--- src/rtl/spi_tx_responder_if.sv ---
// rtl/spi_tx_responder_if.sv - SPI return-path pins and response handshake bundle
interface spi_tx_responder_if #(
    parameter int NBYTES = 3
);
    logic                  cs;
    logic                  sck;
    logic                  sdo;
    logic                  sdo_en;
    logic [8*NBYTES-1:0]   tx_data;
    logic                  tx_valid;
    logic                  tx_ack;
    logic                  busy;
    logic                  tx_done;
    logic                  tx_err;

    modport master (
        output cs, sck, tx_data, tx_valid,
        input  sdo, sdo_en, tx_ack, busy, tx_done, tx_err
    );

    modport slave (
        input  cs, sck, tx_data, tx_valid,
        output sdo, sdo_en, tx_ack, busy, tx_done, tx_err
    );
endinterface

--- src/rtl/spi_tx_responder.sv ---
// rtl/spi_tx_responder.sv - SPI mode-0 peripheral transmitter, MSB-first, fabric-clocked
module spi_tx_responder #(
    parameter int NBYTES      = 3,
    parameter int SYNC_STAGES = 2
) (
    input  logic              clk,
    input  logic              reset,
    spi_tx_responder_if.slave bus
);
    localparam int NBITS  = 8 * NBYTES;
    localparam int CW     = $clog2(NBITS + 2);
    localparam int SETTLE = SYNC_STAGES + 1;
    localparam int SW     = $clog2(SETTLE + 1);

    localparam logic [CW-1:0] CNT_FULL = CW'(NBITS);
    localparam logic [CW-1:0] CNT_SAT  = CW'(NBITS + 1);
    localparam logic [SW-1:0] SETTLED  = SW'(SETTLE);

    typedef enum logic [1:0] {
        WAIT_HIGH,
        IDLE,
        SHIFT
    } state_t;

    state_t state_q, state_d;

    logic [SYNC_STAGES-1:0] cs_sync, sck_sync;
    logic                   cs_s, sck_s, cs_d, sck_d;
    logic                   cs_fall, cs_rise, sck_rise, sck_fall;
    logic [SW-1:0]          settle_cnt;
    logic                   settled;

    logic [NBITS-1:0]       shift_reg;
    logic [CW-1:0]          bit_cnt;
    logic                   sdo_q, active_q, ack_q, done_q, err_q;

    logic load, finish, shift_en, count_en;

    assign cs_s    = cs_sync[SYNC_STAGES-1];
    assign sck_s   = sck_sync[SYNC_STAGES-1];
    assign settled = (settle_cnt == SETTLED);

    always_ff @(posedge clk or posedge reset) begin
        if (reset) begin
            cs_sync  <= '1;
            sck_sync <= '0;
            cs_d     <= 1'b1;
            sck_d    <= 1'b0;
            cs_fall  <= 1'b0;
            cs_rise  <= 1'b0;
            sck_rise <= 1'b0;
            sck_fall <= 1'b0;
        end else begin
            cs_sync  <= {cs_sync[SYNC_STAGES-2:0], bus.cs};
            sck_sync <= {sck_sync[SYNC_STAGES-2:0], bus.sck};
            cs_d     <= cs_s;
            sck_d    <= sck_s;
            cs_fall  <= cs_d & ~cs_s;
            cs_rise  <= ~cs_d & cs_s;
            sck_rise <= ~sck_d & sck_s;
            sck_fall <= sck_d & ~sck_s;
        end
    end

    // The synchronizer resets to "cs high", so WAIT_HIGH only trusts cs_s once
    // real pin data has flushed through; otherwise a cs held low would start a frame.
    always_ff @(posedge clk or posedge reset) begin
        if (reset) begin
            settle_cnt <= '0;
        end else if (!settled) begin
            settle_cnt <= settle_cnt + SW'(1);
        end
    end

    always_ff @(posedge clk or posedge reset) begin
        if (reset) begin
            state_q <= WAIT_HIGH;
        end else begin
            state_q <= state_d;
        end
    end

    always_comb begin
        state_d  = state_q;
        load     = 1'b0;
        finish   = 1'b0;
        shift_en = 1'b0;
        count_en = 1'b0;
        case (state_q)
            WAIT_HIGH: begin
                if (settled && cs_s) begin
                    state_d = IDLE;
                end
            end
            IDLE: begin
                if (cs_fall) begin
                    state_d = SHIFT;
                    load    = 1'b1;
                end
            end
            SHIFT: begin
                // cs_rise outranks any sck edge landing in the same cycle
                if (cs_rise) begin
                    state_d = IDLE;
                    finish  = 1'b1;
                end else begin
                    shift_en = sck_fall;
                    count_en = sck_rise;
                end
            end
            default: state_d = WAIT_HIGH;
        endcase
    end

    always_ff @(posedge clk or posedge reset) begin
        if (reset) begin
            shift_reg <= '0;
            bit_cnt   <= '0;
            sdo_q     <= 1'b0;
            active_q  <= 1'b0;
            ack_q     <= 1'b0;
            done_q    <= 1'b0;
            err_q     <= 1'b0;
        end else begin
            active_q <= (state_d == SHIFT);
            ack_q    <= load & bus.tx_valid;
            done_q   <= finish;
            err_q    <= finish & (bit_cnt != CNT_FULL);
            if (load) begin
                shift_reg <= bus.tx_valid ? bus.tx_data : '0;
                sdo_q     <= bus.tx_valid & bus.tx_data[NBITS-1];
                bit_cnt   <= '0;
            end else if (finish) begin
                shift_reg <= '0;
                sdo_q     <= 1'b0;
            end else begin
                if (shift_en) begin
                    shift_reg <= {shift_reg[NBITS-2:0], 1'b0};
                    sdo_q     <= shift_reg[NBITS-2];
                end
                if (count_en && bit_cnt != CNT_SAT) begin
                    bit_cnt <= bit_cnt + CW'(1);
                end
            end
        end
    end

    assign bus.sdo     = sdo_q;
    assign bus.sdo_en  = active_q;
    assign bus.busy    = active_q;
    assign bus.tx_ack  = ack_q;
    assign bus.tx_done = done_q;
    assign bus.tx_err  = err_q;
endmodule

--- src/flat_wrapper.sv ---
// flat-port wrapper written by rule: the top's interface ports become plain ports
module spi_tx_responder_flat 
#(
    parameter int NBYTES      = 3,
    parameter int SYNC_STAGES = 2
)
  (clk, reset, bus_cs, bus_sck, bus_tx_data, bus_tx_valid, bus_sdo, bus_sdo_en, bus_tx_ack, bus_busy, bus_tx_done, bus_tx_err);
  spi_tx_responder_if #(.NBYTES(NBYTES)) bus_i ();
  input  logic clk;
  input  logic reset;
  input wire logic [$bits(bus_i.cs)-1:0] bus_cs;
  input wire logic [$bits(bus_i.sck)-1:0] bus_sck;
  input wire logic [$bits(bus_i.tx_data)-1:0] bus_tx_data;
  input wire logic [$bits(bus_i.tx_valid)-1:0] bus_tx_valid;
  output wire logic [$bits(bus_i.sdo)-1:0] bus_sdo;
  output wire logic [$bits(bus_i.sdo_en)-1:0] bus_sdo_en;
  output wire logic [$bits(bus_i.tx_ack)-1:0] bus_tx_ack;
  output wire logic [$bits(bus_i.busy)-1:0] bus_busy;
  output wire logic [$bits(bus_i.tx_done)-1:0] bus_tx_done;
  output wire logic [$bits(bus_i.tx_err)-1:0] bus_tx_err;
  assign bus_i.cs = bus_cs;
  assign bus_i.sck = bus_sck;
  assign bus_i.tx_data = bus_tx_data;
  assign bus_i.tx_valid = bus_tx_valid;
  assign bus_sdo = bus_i.sdo;
  assign bus_sdo_en = bus_i.sdo_en;
  assign bus_tx_ack = bus_i.tx_ack;
  assign bus_busy = bus_i.busy;
  assign bus_tx_done = bus_i.tx_done;
  assign bus_tx_err = bus_i.tx_err;
  spi_tx_responder #(.NBYTES(NBYTES), .SYNC_STAGES(SYNC_STAGES)) u_core (.clk(clk), .reset(reset), .bus(bus_i));
endmodule
--- config.mk ---
export PLATFORM = sky130hd
export DESIGN_NAME = spi_tx_responder_flat
export DESIGN_NICKNAME = d
export VERILOG_FILES = /design/src/rtl/spi_tx_responder_if.sv /design/src/rtl/spi_tx_responder.sv /design/src/flat_wrapper.sv
export SDC_FILE = /design/constraint.sdc
export NUM_CORES = 1
export LEC_CHECK = 0
export ABC_AREA = 1
export CAP_MARGIN = 5
export CORE_MARGIN = 2
export CORE_UTILIZATION = 35
export DETAILED_ROUTE_END_ITERATION = 7
export DONT_BUFFER_PORTS = 1
export PLACE_DENSITY = 0.5
export SETUP_SLACK_MARGIN = 0.2
export SLEW_MARGIN = 5
export SYNTH_ARGS = -nofsm -noshare
export SYNTH_HDL_FRONTEND = slang
export SYNTH_SLANG_ARGS = --single-unit
--- constraint.sdc ---
create_clock -name clk -period 3.2 [get_ports clk]
set_input_delay 0.64 -clock clk [delete_from_list [all_inputs] [get_ports clk]]
set_output_delay 0.64 -clock clk [all_outputs]
set_load 0.03 [all_outputs]
======== Word-level counts from Yosys, hierarchy flattened ========
Cells that the tools add are included.
storage, ports and cells
  bits in registers ....................... 47
  latch bits .............................. 0
  bits in writable memories ............... 0
  memory bits (read-only) ................. 0
  bits of input ports ..................... 29
  output and inout bits ................... 6
  logic and storage cells ................. 65
  memories ................................ 0
cells by class
  add/sub/neg operators ................... 2
  multiply operators ...................... 0
  divide/modulo/power cells ............... 0
  $lt $le $gt $ge ......................... 0
  equality and inequality tests ........... 7
  shift-type cells ........................ 0
  muxes and demuxes ....................... 22
  bitwise operators ....................... 11
  reductions and logical operators ........ 6
operators with widths
  kind                                                              count
  23-bit 2-to-1 mux                                                 4
  5-bit 2-to-1 mux                                                  3
  1-bit 2-to-1 mux                                                  11
  5-bit != test (second input constant)                             2
  1-bit bitwise AND                                                 7
  2-bit == test (second input constant)                             3
  2-bit 2-to-1 mux                                                  3
  2-bit case mux with 3 select lines                                1
  5-bit by 1-bit adder with 5-bit output (second input constant)    1
  1-bit NOT                                                         4
  3-bit nonzero test                                                1
  2-bit by 1-bit adder with 2-bit output (second input constant)    1
  2-bit by 1-bit == test with 1-bit output (second input constant)  1
  1-bit logical AND                                                 2
  2-bit logical NOT                                                 1
  2-bit by 1-bit != test with 1-bit output (second input constant)  1
  2-bit AND reduction                                               1
  2-bit nonzero test                                                1

======== Depth between registers and ports, before layout ========
Gate-level depths: netlist of the first run.
  depth in word-level cells ............... 6
  gate-level depth with buffers ........... 8
  gate-level depth less buffers ........... 7

======== Least setup slack after synthesis of the first run ========
OpenSTA, ideal clock, no wires.
  path type ............................... register to output
  from .................................... reg u_core.active_q, in the netlist u_core.bus.busy
  to ...................................... out bus_sdo_en
  arrival ................................. 703 ps
  required time ........................... 2,560 ps
  slack ................................... 1,857 ps
  cell stages (with the launch flop) ...... 2
  path buffers ............................ 1
  cell sequence ........................... dfrtp_1 buf_4
RTL lines
  item                      line                     source
  start: declaration        spi_tx_responder.sv:35   logic sdo_q, active_q, ack_q, done_q, err_q;
  start signal: assignment  spi_tx_responder.sv:125  active_q <= (state_d == SHIFT);
  end: declaration          flat_wrapper.sv:16       output wire logic [$bits(bus_i.sdo_en)-1:0] bus_sdo_en;
No word-level cell between the ends.

======== Worst setup path in the final report of the first run ========
  from .................................... reg u_core.active_q, in the netlist u_core.bus.busy
  to ...................................... out bus_sdo_en
No word-level cell between the ends.

==> results of run 1 <==
## worst max-delay path by stage
| stage | start | endpoint | slack, ps | cells past startpoint |
|---|---|---|---|---|
| global route | u_core.state_q[1] | u_core.bit_cnt[4] | 1390 | 7 |
| global placement | u_core.state_q[1] | u_core.shift_reg[17] | 1670 | 7 |
| detailed placement | u_core.state_q[1] | u_core.shift_reg[13] | 1660 | 7 |
| CTS | u_core.bus.busy | bus_sdo_en | 1560 | 0 |
| floorplan | reset | u_core.bit_cnt[0] | 1450 | 1 |
| finish | u_core.bus.busy | bus_sdo_en | 1580 | 0 |
## through the flow
step	hold slack (ps)	std cells	utilization	cell area, sq um	setup slack [ps]
final	321.2	416	0.3799	2581	1575
after global routing	295.9	416	0.3799	2581	1385
after CTS	306.3	416	0.3799	2581	1555
after detailed placement	342.0	408	0.3657	2485	1659
after global placement	336.9	408	0.3657	2485	1674
after floorplan	331.2	327	-	2456	1449
## report_power, final
part	switching, mW	internal (mW)	total, mW
logic	0.254	0.149	0.402
clock network	0.221	0.162	0.383
registers	0.111	0.719	0.830
total	0.586	1.03	1.62
## final cells by class
| class | count | area [sq um] |
|---|---|---|
| clock buffer | 5 | 68.82 |
| clock inverter | 3 | 27.53 |
| fill | 711 | 4213 |
| inverter | 43 | 161.4 |
| multi-input combinational | 220 | 1008 |
| sequential | 47 | 1180 |
| tap | 96 | 120.1 |
| timing repair buffer | 2 | 15.01 |
## layout by cell type (no fill, tap or decap)
cell / count
mux2_2: 1
o21ai_0: 3
nand2_4: 1
o211ai_1: 1
nand4_1: 5
clkinvlp_4: 1
xnor2_1: 1
buf_4: 2
ha_1: 4
inv_8: 1
inv_1: 38
o21ai_1: 1
nor2_1: 11
nand2_2: 2
dfstp_2: 3
clkbuf_8: 5
nand3_1: 55
nand2_1: 132
dfrtp_1: 44
o21ai_4: 1
nand3_4: 1
nand3_2: 1
inv_2: 5
inv_6: 1
## logic make-up (layout without fill, tap and decap cells)
| family | Yosys count | count (layout) | share of synthesized area |
|---|---|---|---|
| AO/OA/AOI/OAI | 6 | 6 | 0.01783 |
| XOR/XNOR | 1 | 1 | 0.003567 |
| adder cells (fa/ha/maj) | 4 | 4 | 0.02038 |
| buffers and inverters | 60 | 53 | 0.1090 |
| flip-flops | 47 | 47 | 0.4804 |
| multiplexers | 1 | 1 | 0.004584 |
| AND/OR/NAND/NOR | 208 | 208 | 0.3642 |
## metal layers
metal | part of all wire | routed length, microns | global-route usage | vias to the layer above
li1 | - | - | - | 989
met1 | 0.48 | 2295 | 0.1798 | 919
met2 | 0.48 | 2312 | 0.2445 | 28
met3 | 0.029 | 138 | 0.02828 | 5
met4 | 0.012 | 57 | 0.04615 | 0
met5 | 0 | 0 | 0 | -
==> results.json, run 1 <==
{
  "cts.path.max_buffers": 2,
  "syn_avg_cell_area_sq_um": 7.511,
  "max_freq_ghz": 0.6155,
  "synthFlopType": "dfrtp_1",
  "cts_setup_buffers": 0,
  "grt_max_degree": 48,
  "cp-end-kind": "primary output",
  "ys_top_cells_by_area": "dfrtp_1, nand2_1, nand3_1",
  "cap_violations": 0,
  "r2r_start": "u_core.state_q[0]",
  "async_flop_share": 1.000,
  "synthTopCellsByCount": "nand2_1, nand3_1, dfrtp_1",
  "worstSetupPathType": "register to primary output",
  "final_hold_viol_count": 0,
  "clk_latency_ps": 300,
  "hold_class": "primary input to register",
  "finalCritPeriodShare": 0.5077,
  "drt_first_pass_iters": 4,
  "syn_nets": 360,
  "hold-path-cell-count": 0,
  "cts_root_buffer": "clkbuf_8",
  "drtAntennaViolNets": 0,
  "status": "complete, no violations",
  "gr-total-overflow": 0,
  "syn_area_sq_um": 2456,
  "cp.required_ps": 2560,
  "r2r_end": "u_core.bit_cnt[4]",
  "cts_resized": 0,
  "final_layout_size_suffix_gt1_frac": 0.07813,
  "wl_per_cell_microns": 11.55,
  "hold_start": "bus_cs",
  "period_minus_slack_ps": 1625,
  "finalMaxSlewViolations": 0,
  "synthDominantCellAreaShare": 0.4483,
  "gp_congestion": 0.7098,
  "rows": 30,
  "die_h_microns": 87.77,
  "cts_tree": "yes",
  "ctsHoldBuffers": 0,
  "yosysSeqAreaShare": 0.4804,
  "grt_first_pass_wirelength_microns": 8618,
  "ys_types": 23,
  "nets": 352,
  "worstHoldEndpoint": "u_core.cs_sync[0]",
  "dieArea_sq_um": 7704,
  "synth.yosys.warnings": 0,
  "dr.first_iter.drc_count": 133,
  "yosysTopAreaCell": "dfrtp_1",
  "worst_slew_pin_slew_ps": 998.6,
  "largest_reg_flops": 23,
  "relSlewSlack": 0.3333,
  "rr_worst_depth": 6,
  "cp-start-kind": "register",
  "routed_wl_microns": 4804,
  "p_leak_nw": 1.515,
  "rsz0062_at_grt": "false",
  "cts.sink_count": 47,
  "drc_errors": 0,
  "ioPinCount": 35,
  "netlist_instances": 327,
  "vias_per_cell": 4.666,
  "synth_edf_count": 0,
  "vdd_ir_drop_max_mv": 0.2520,
  "core_region_area_sq_um": 6794,
  "htree_levels": 2,
  "initial_core_util": 0.3615,
  "r2r_setup_slack_ps": 1630,
  "cts_buffers": 5,
  "grt_antenna_before_repair": 0,
  "setup_tns_ps": 0,
  "clk_pin_slew_ps": 100,
  "total_power_mw": 1.615,
  "yosys_register_bits": 47,
  "crit_arrival_ps": 980,
  "setup_viol": 0,
  "grt_usage": 0.1423,
  "grt_pass1_vias": 1920,
  "antenna_cells": 0,
  "dr_total_vias": 1941,
  "hpwl_microns": 3076,
  "die_w_microns": 87.77,
  "io_buffers": 0,
  "synth_most_common_cell": "nand2_1",
  "cp_max_fo": 2,
  "area_growth_syn_to_layout_pct": 5.094,
  "fin_skew_ps": 5.795,
  "power_density_nw_per_um2": 625.8
}
(Power assumes the default switching activity.)
==> inputs of run 2 (changes only) <==
--- a/config.mk
+++ b/config.mk
@@ -11,7 +11,7 @@
 export CORE_UTILIZATION = 35
 export DETAILED_ROUTE_END_ITERATION = 7
 export DONT_BUFFER_PORTS = 1
-export PLACE_DENSITY = 0.5
+export PLACE_DENSITY = 0.52
 export SETUP_SLACK_MARGIN = 0.2
 export SLEW_MARGIN = 5
 export SYNTH_ARGS = -nofsm -noshare
==> constraint.sdc (replaced) <==
create_clock -name clk -period 1.3 [get_ports clk]
set_input_delay 0.26 -clock clk [delete_from_list [all_inputs] [get_ports clk]]
set_output_delay 0.26 -clock clk [all_outputs]
set_load 0.03 [all_outputs]
==> run 2 against run 1 <==
  * Combinational power rose to 3.6 times the previous value
  * Utilization rose by 6.3 points
  * Sequential share of layout area fell by 6.3 points
  * Clock power rose by 130%
  * Hold slack got worse by 260 ps
  * Setup slack got worse by 1600 ps
  * Register-to-register slack got worse by 1600 ps
  * Critical path type is now register to register
  * Largest power group unchanged
  * Highest routed layer unchanged
==> results.json, run 2 (synthesis results as in run 1) <==
{
  "drtAntennaViolNets": 0,
  "drc_errors": 0,
  "relSlewSlack": 0.8032,
  "combinationalPowerShare": 0.331,
  "cp-start-kind": "register",
  "place_ws_ps": 65.04,
  "max_freq_ghz": 0.7792,
  "routed_wl_microns": 5213,
  "worst_slack_ps": 16.65,
  "status": "complete, no violations",
  "gp_congestion": 0.7839,
  "cp.required_ps": 1500,
  "fin_area_sq_um": 3009,
  "clock_power_share": 0.202,
  "p_leak_nw": 1.695,
  "dpl_cell_area_sq_um": 2609,
  "p_sw_mw": 1.557,
  "p_seq_frac": 0.467,
  "clk_latency_ps": 310,
  "placed_cells_incl_taps": 417,
  "hpwl_microns": 3221,
  "rsz0062_at_grt": "true",
  "fin_util": 0.4429,
  "rows": 30,
  "grt_antenna_before_repair": 0,
  "setup_viol": 0,
  "area_growth_syn_to_layout_pct": 22.52,
  "crit_arrival_ps": 1490,
  "seq_area_sq_um": 1186,
  "nets": 375,
  "cts.sink_count": 47,
  "cts_buffers": 5,
  "grt_usage": 0.1428,
  "power_density_nw_per_um2": 1456,
  "dr_total_vias": 2039,
  "final_hold_viol_count": 0,
  "worstSetupPathType": "register to register",
  "final_cell_mix": "nand2_1, nand3_1, dfrtp_1, inv_1, nor2_1",
  "multi_input_area_sq_um": 1075,
  "cp_max_fo": 6,
  "vias_per_cell": 4.645,
  "die_w_microns": 87.77,
  "gr-total-overflow": 0,
  "switching_share": 0.3554,
  "nFillCells": 686,
  "grt_max_degree": 48,
  "initial_core_util": 0.3615,
  "cts_root_buffer": "clkbuf_8",
  "fin_skew_ps": 8.436,
  "hold_class": "primary input to register",
  "wl_per_cell_microns": 11.87,
  "cp-end-kind": "register",
  "total_power_mw": 4.381,
  "grt_pass1_vias": 1872,
  "rr_worst_depth": 8,
  "fin_cells": 439,
  "clk_pin_slew_ps": 90,
  "hold_ws_ps": 65.74,
  "ioPinCount": 35,
  "largest_reg_flops": 23,
  "dieArea_sq_um": 7704,
  "finalCritPeriodShare": 0.9872,
  "hold-path-cell-count": 2,
  "worst_slew_pin_slew_ps": 294.2,
  "vdd_ir_drop_max_mv": 0.4877,
  "finalMaxSlewViolations": 0,
  "final_layout_size_suffix_gt1_frac": 0.1720,
  "period_minus_slack_ps": 1283,
  "drt_first_pass_iters": 4,
  "grt_first_pass_wirelength_microns": 8680,
  "dr.first_iter.drc_count": 108,
  "htree_levels": 2,
  "final_common_cell": "nand2_1",
  "internal_power_mw": 2.824,
  "antenna_cells": 0,
  "cts_tree": "yes",
  "die_h_microns": 87.77,
  "io_buffers": 0,
  "cts.path.max_buffers": 2,
  "setup_tns_ps": 0,
  "cap_violations": 0,
  "core_region_area_sq_um": 6794
}
[run 2: cell count changes in the layout (fill, tap and decap cells not counted), sizes merged]
| cell | before | now |
|---|---|---|
| buf | 2 | 19 |
| clkbuf | 5 | 8 |
| dlygate4sd3 | 0 | 3 |
| inv | 45 | 42 |
| clkinvlp | 1 | 3 |
| clkinv | 0 | 1 |
[run 2: final timing paths]
| check | start | endpoint | slack, ps |
|---|---|---|---|
| worst max-delay path | u_core.state_q[1] | u_core.shift_reg[4] | 20 |
| worst min-delay path | bus_tx_data[0] | u_core.shift_reg[0] | 70 |
| worst max register to register | u_core.state_q[1] | u_core.shift_reg[4] | 20 |
| worst min register to register | u_core.cs_sync[0] | u_core.cs_sync[1] | 360 |
| max in group asynchronous | reset | u_core.state_q[0] | 570 |
| min in group asynchronous | reset | u_core.sck_rise | 470 |
[run 2: area by class of cell]
cell class	count	share of cell area
inverters	43	0.05489
flip-flops and latches	47	0.3942
clock inverters	3	0.006653
clock buffers	5	0.02287
repair buffers	25	0.1243
well taps	96	0.03992
multi-input cells	220	0.3572
[run 2: repair_timing]
action                                 4_1_cts  5_1_grt
hold buffers                                 3        0
setup endpoints to repair                   32       35
cloned                                       2        3
pin swaps                                    0        7
buffers inserted                             4        2
gates resized for setup                     13       13
endpoints found under the hold margin       46        0
[run 2: worst max-delay path, cell delays in order (launching register included)]
cell and delay [ps]:
dfrtp_1 420, inv_2 90, nand3_4 110, buf_12 170
clkbuf_16 150, nand3_2 60, nand2_1 50, nand2_1 70
nand2_1 50
[run 2: power groups by stage]
stage,registers [mW],logic (mW),clock network (mW)
after floorplan,2.01,0.950,0
after global placement,2.04,1.13,0
after detailed placement,2.03,1.16,0
after CTS,2.02,1.34,0.918
after global routing,2.08,1.66,0.964
final,2.05,1.45,0.886
[run 2: per-layer routing]
metal	vias to the layer above	track usage	wire (microns)
met5	-	0	0
met4	0	0.05594	85
met3	8	0.03016	182
met2	39	0.2314	2519
met1	951	0.1872	2426
li1	1041	-	-
==> inputs of run 3 (changes only) <==
--- a/config.mk
+++ b/config.mk
@@ -11,6 +11,7 @@
 export CORE_UTILIZATION = 35
 export DETAILED_ROUTE_END_ITERATION = 7
 export DONT_BUFFER_PORTS = 1
+export GPL_TIMING_DRIVEN = 0
 export PLACE_DENSITY = 0.52
 export SETUP_SLACK_MARGIN = 0.2
 export SLEW_MARGIN = 5
==> run 3 against run 2 <==
  * Via count grew 7.2%
  * Cell area increased by 8.0%
  * Sequential power about the same
  * Die area unchanged
  * Clock skew decreased by 1.3 ps
  * Utilization rose by 3.5 points
  * Highest routed layer unchanged
==> results.json, run 3 (synthesis results as in run 1) <==
{
  "cp_max_fo": 5,
  "rsz0062_at_grt": "true",
  "cts.path.max_buffers": 2,
  "largest_reg_flops": 23,
  "io_buffers": 0,
  "total_power_mw": 4.769,
  "nFillCells": 676,
  "dieArea_sq_um": 7704,
  "seq_area_sq_um": 1186,
  "r2r_end": "u_core.shift_reg[22]",
  "worstSetupPathType": "register to register",
  "cap_violations": 0,
  "antenna_cells": 0,
  "grt_first_pass_wirelength_microns": 9708,
  "dr.first_iter.drc_count": 94,
  "p_leak_nw": 1.805,
  "grt_pass1_vias": 2026,
  "vdd_ir_drop_max_mv": 0.6662,
  "wl_per_cell_microns": 13.07,
  "final_layout_size_suffix_gt1_frac": 0.3139,
  "hpwl_microns": 3496,
  "drt_first_pass_iters": 4,
  "crit_arrival_ps": 1520,
  "period_minus_slack_ps": 1279,
  "placed_cells_incl_taps": 423,
  "gr-total-overflow": 0,
  "ioPinCount": 35,
  "finalMaxSlewViolations": 0,
  "grt_usage": 0.1605,
  "routed_wl_microns": 5960,
  "cp.required_ps": 1540,
  "initial_core_util": 0.3615,
  "fin_util": 0.4783,
  "cts_root_buffer": "clkbuf_8",
  "dpl_cell_area_sq_um": 2597,
  "rr_worst_depth": 9,
  "setup_viol": 0,
  "die_w_microns": 87.77,
  "cts.sink_count": 47,
  "htree_levels": 2,
  "nets": 392,
  "grt_max_degree": 48,
  "power_density_nw_per_um2": 1468,
  "status": "complete, no violations",
  "cp-start-kind": "register",
  "drtAntennaViolNets": 0,
  "vias_per_cell": 4.794,
  "cp-end-kind": "register",
  "clk_pin_slew_ps": 90,
  "relSlewSlack": 0.3271,
  "rows": 30,
  "final_hold_viol_count": 0,
  "fin_area_sq_um": 3249,
  "dr_total_vias": 2186,
  "fin_cells": 456,
  "r2r_setup_slack_ps": 20,
  "fin_skew_ps": 7.174,
  "worst_slew_pin_slew_ps": 1007,
  "grt_antenna_before_repair": 0,
  "die_h_microns": 87.77,
  "gp_congestion": 0.8078,
  "final_cell_mix": "nand2_1, nand3_1, dfrtp_1, inv_1, nand2_2",
  "cts_tree": "yes",
  "r2r_start": "u_core.state_q[1]",
  "drc_errors": 0,
  "cts_buffers": 5,
  "hold_class": "primary input to asynchronous set/reset pin",
  "multi_input_area_sq_um": 1200,
  "clk_latency_ps": 290,
  "core_region_area_sq_um": 6794,
  "finalCritPeriodShare": 0.9835,
  "final_common_cell": "nand2_1",
  "max_freq_ghz": 0.7821,
  "area_growth_syn_to_layout_pct": 32.30
}
[run 3: how the worst max path moves through the flow]
stage / cells after the start / slack, ps / to / from
final: 9 / 20 / u_core.shift_reg[22] / u_core.state_q[1]
after global routing: 9 / -40 / u_core.shift_reg[16] / u_core.state_q[1]
after floorplan: 7 / 150 / u_core.bit_cnt[3] / u_core.bit_cnt[1]
after global placement: 7 / -10 / u_core.bit_cnt[3] / u_core.bit_cnt[1]
after detailed placement: 7 / -30 / u_core.bit_cnt[3] / u_core.bit_cnt[1]
after CTS: 9 / 60 / u_core.shift_reg[19] / u_core.state_q[1]
[run 3: area by class of cell]
cell class	count	share of cell area
Buffer	17	0.05545
Sequential cell	47	0.3650
Inverter	43	0.05314
Tap cell	96	0.03697
Multi-Input combinational cell	221	0.3693
Timing Repair Buffer	24	0.08933
Clock buffer	8	0.03080
[run 3: per-stage QoR]
stage | setup slack [ps] | TNS (ps) | hold slack, ps
3_5_place_dp | -30.04 | -48.01 | 264.5
3_3_place_gp | -12.55 | -21.56 | 264.5
4_1_cts | 59.67 | 0 | 88.97
2_1_floorplan | 146.5 | 0 | 264.5
5_1_grt | -41.93 | -703.5 | 103.3
6_report | 21.44 | 0 | 47.38
[run 3: critical path, stage by stage (launching register included)]
cell and delay [ps]:
dfrtp_1 430, inv_2 100, nand3_4 130, inv_6 120, buf_12 110, buf_6 110, nand2_2 40, nand2_1 50
nand2_1 60, nand2_1 60
[run 3: power breakdown]
group          leakage (nW)  switching [mW]  internal [mW]
clock network        0.0515           0.494          0.487
registers             0.599           0.294           1.78
logic                  1.16           0.908          0.804
[run 3: repair_timing]
action                                  4_1_cts  5_1_grt
buffers inserted                             16        1
gates cloned                                  5        1
resized for setup                            37       53
endpoints found under the setup margin       35       35
pin swaps                                    17       33
hold buffers                                  2        0
hold endpoints to repair                      2        0
[run 3: metal layers]
layer / up-vias / routed length, microns / GRT usage / part of all wire
li1: 1076 / - / - / -
met1: 1054 / 2764 / 0.2236 / 0.46
met2: 43 / 2886 / 0.2507 / 0.48
met3: 13 / 180 / 0.02639 / 0.030
met4: 0 / 129 / 0.06294 / 0.022
met5: - / 0 / 0 / 0
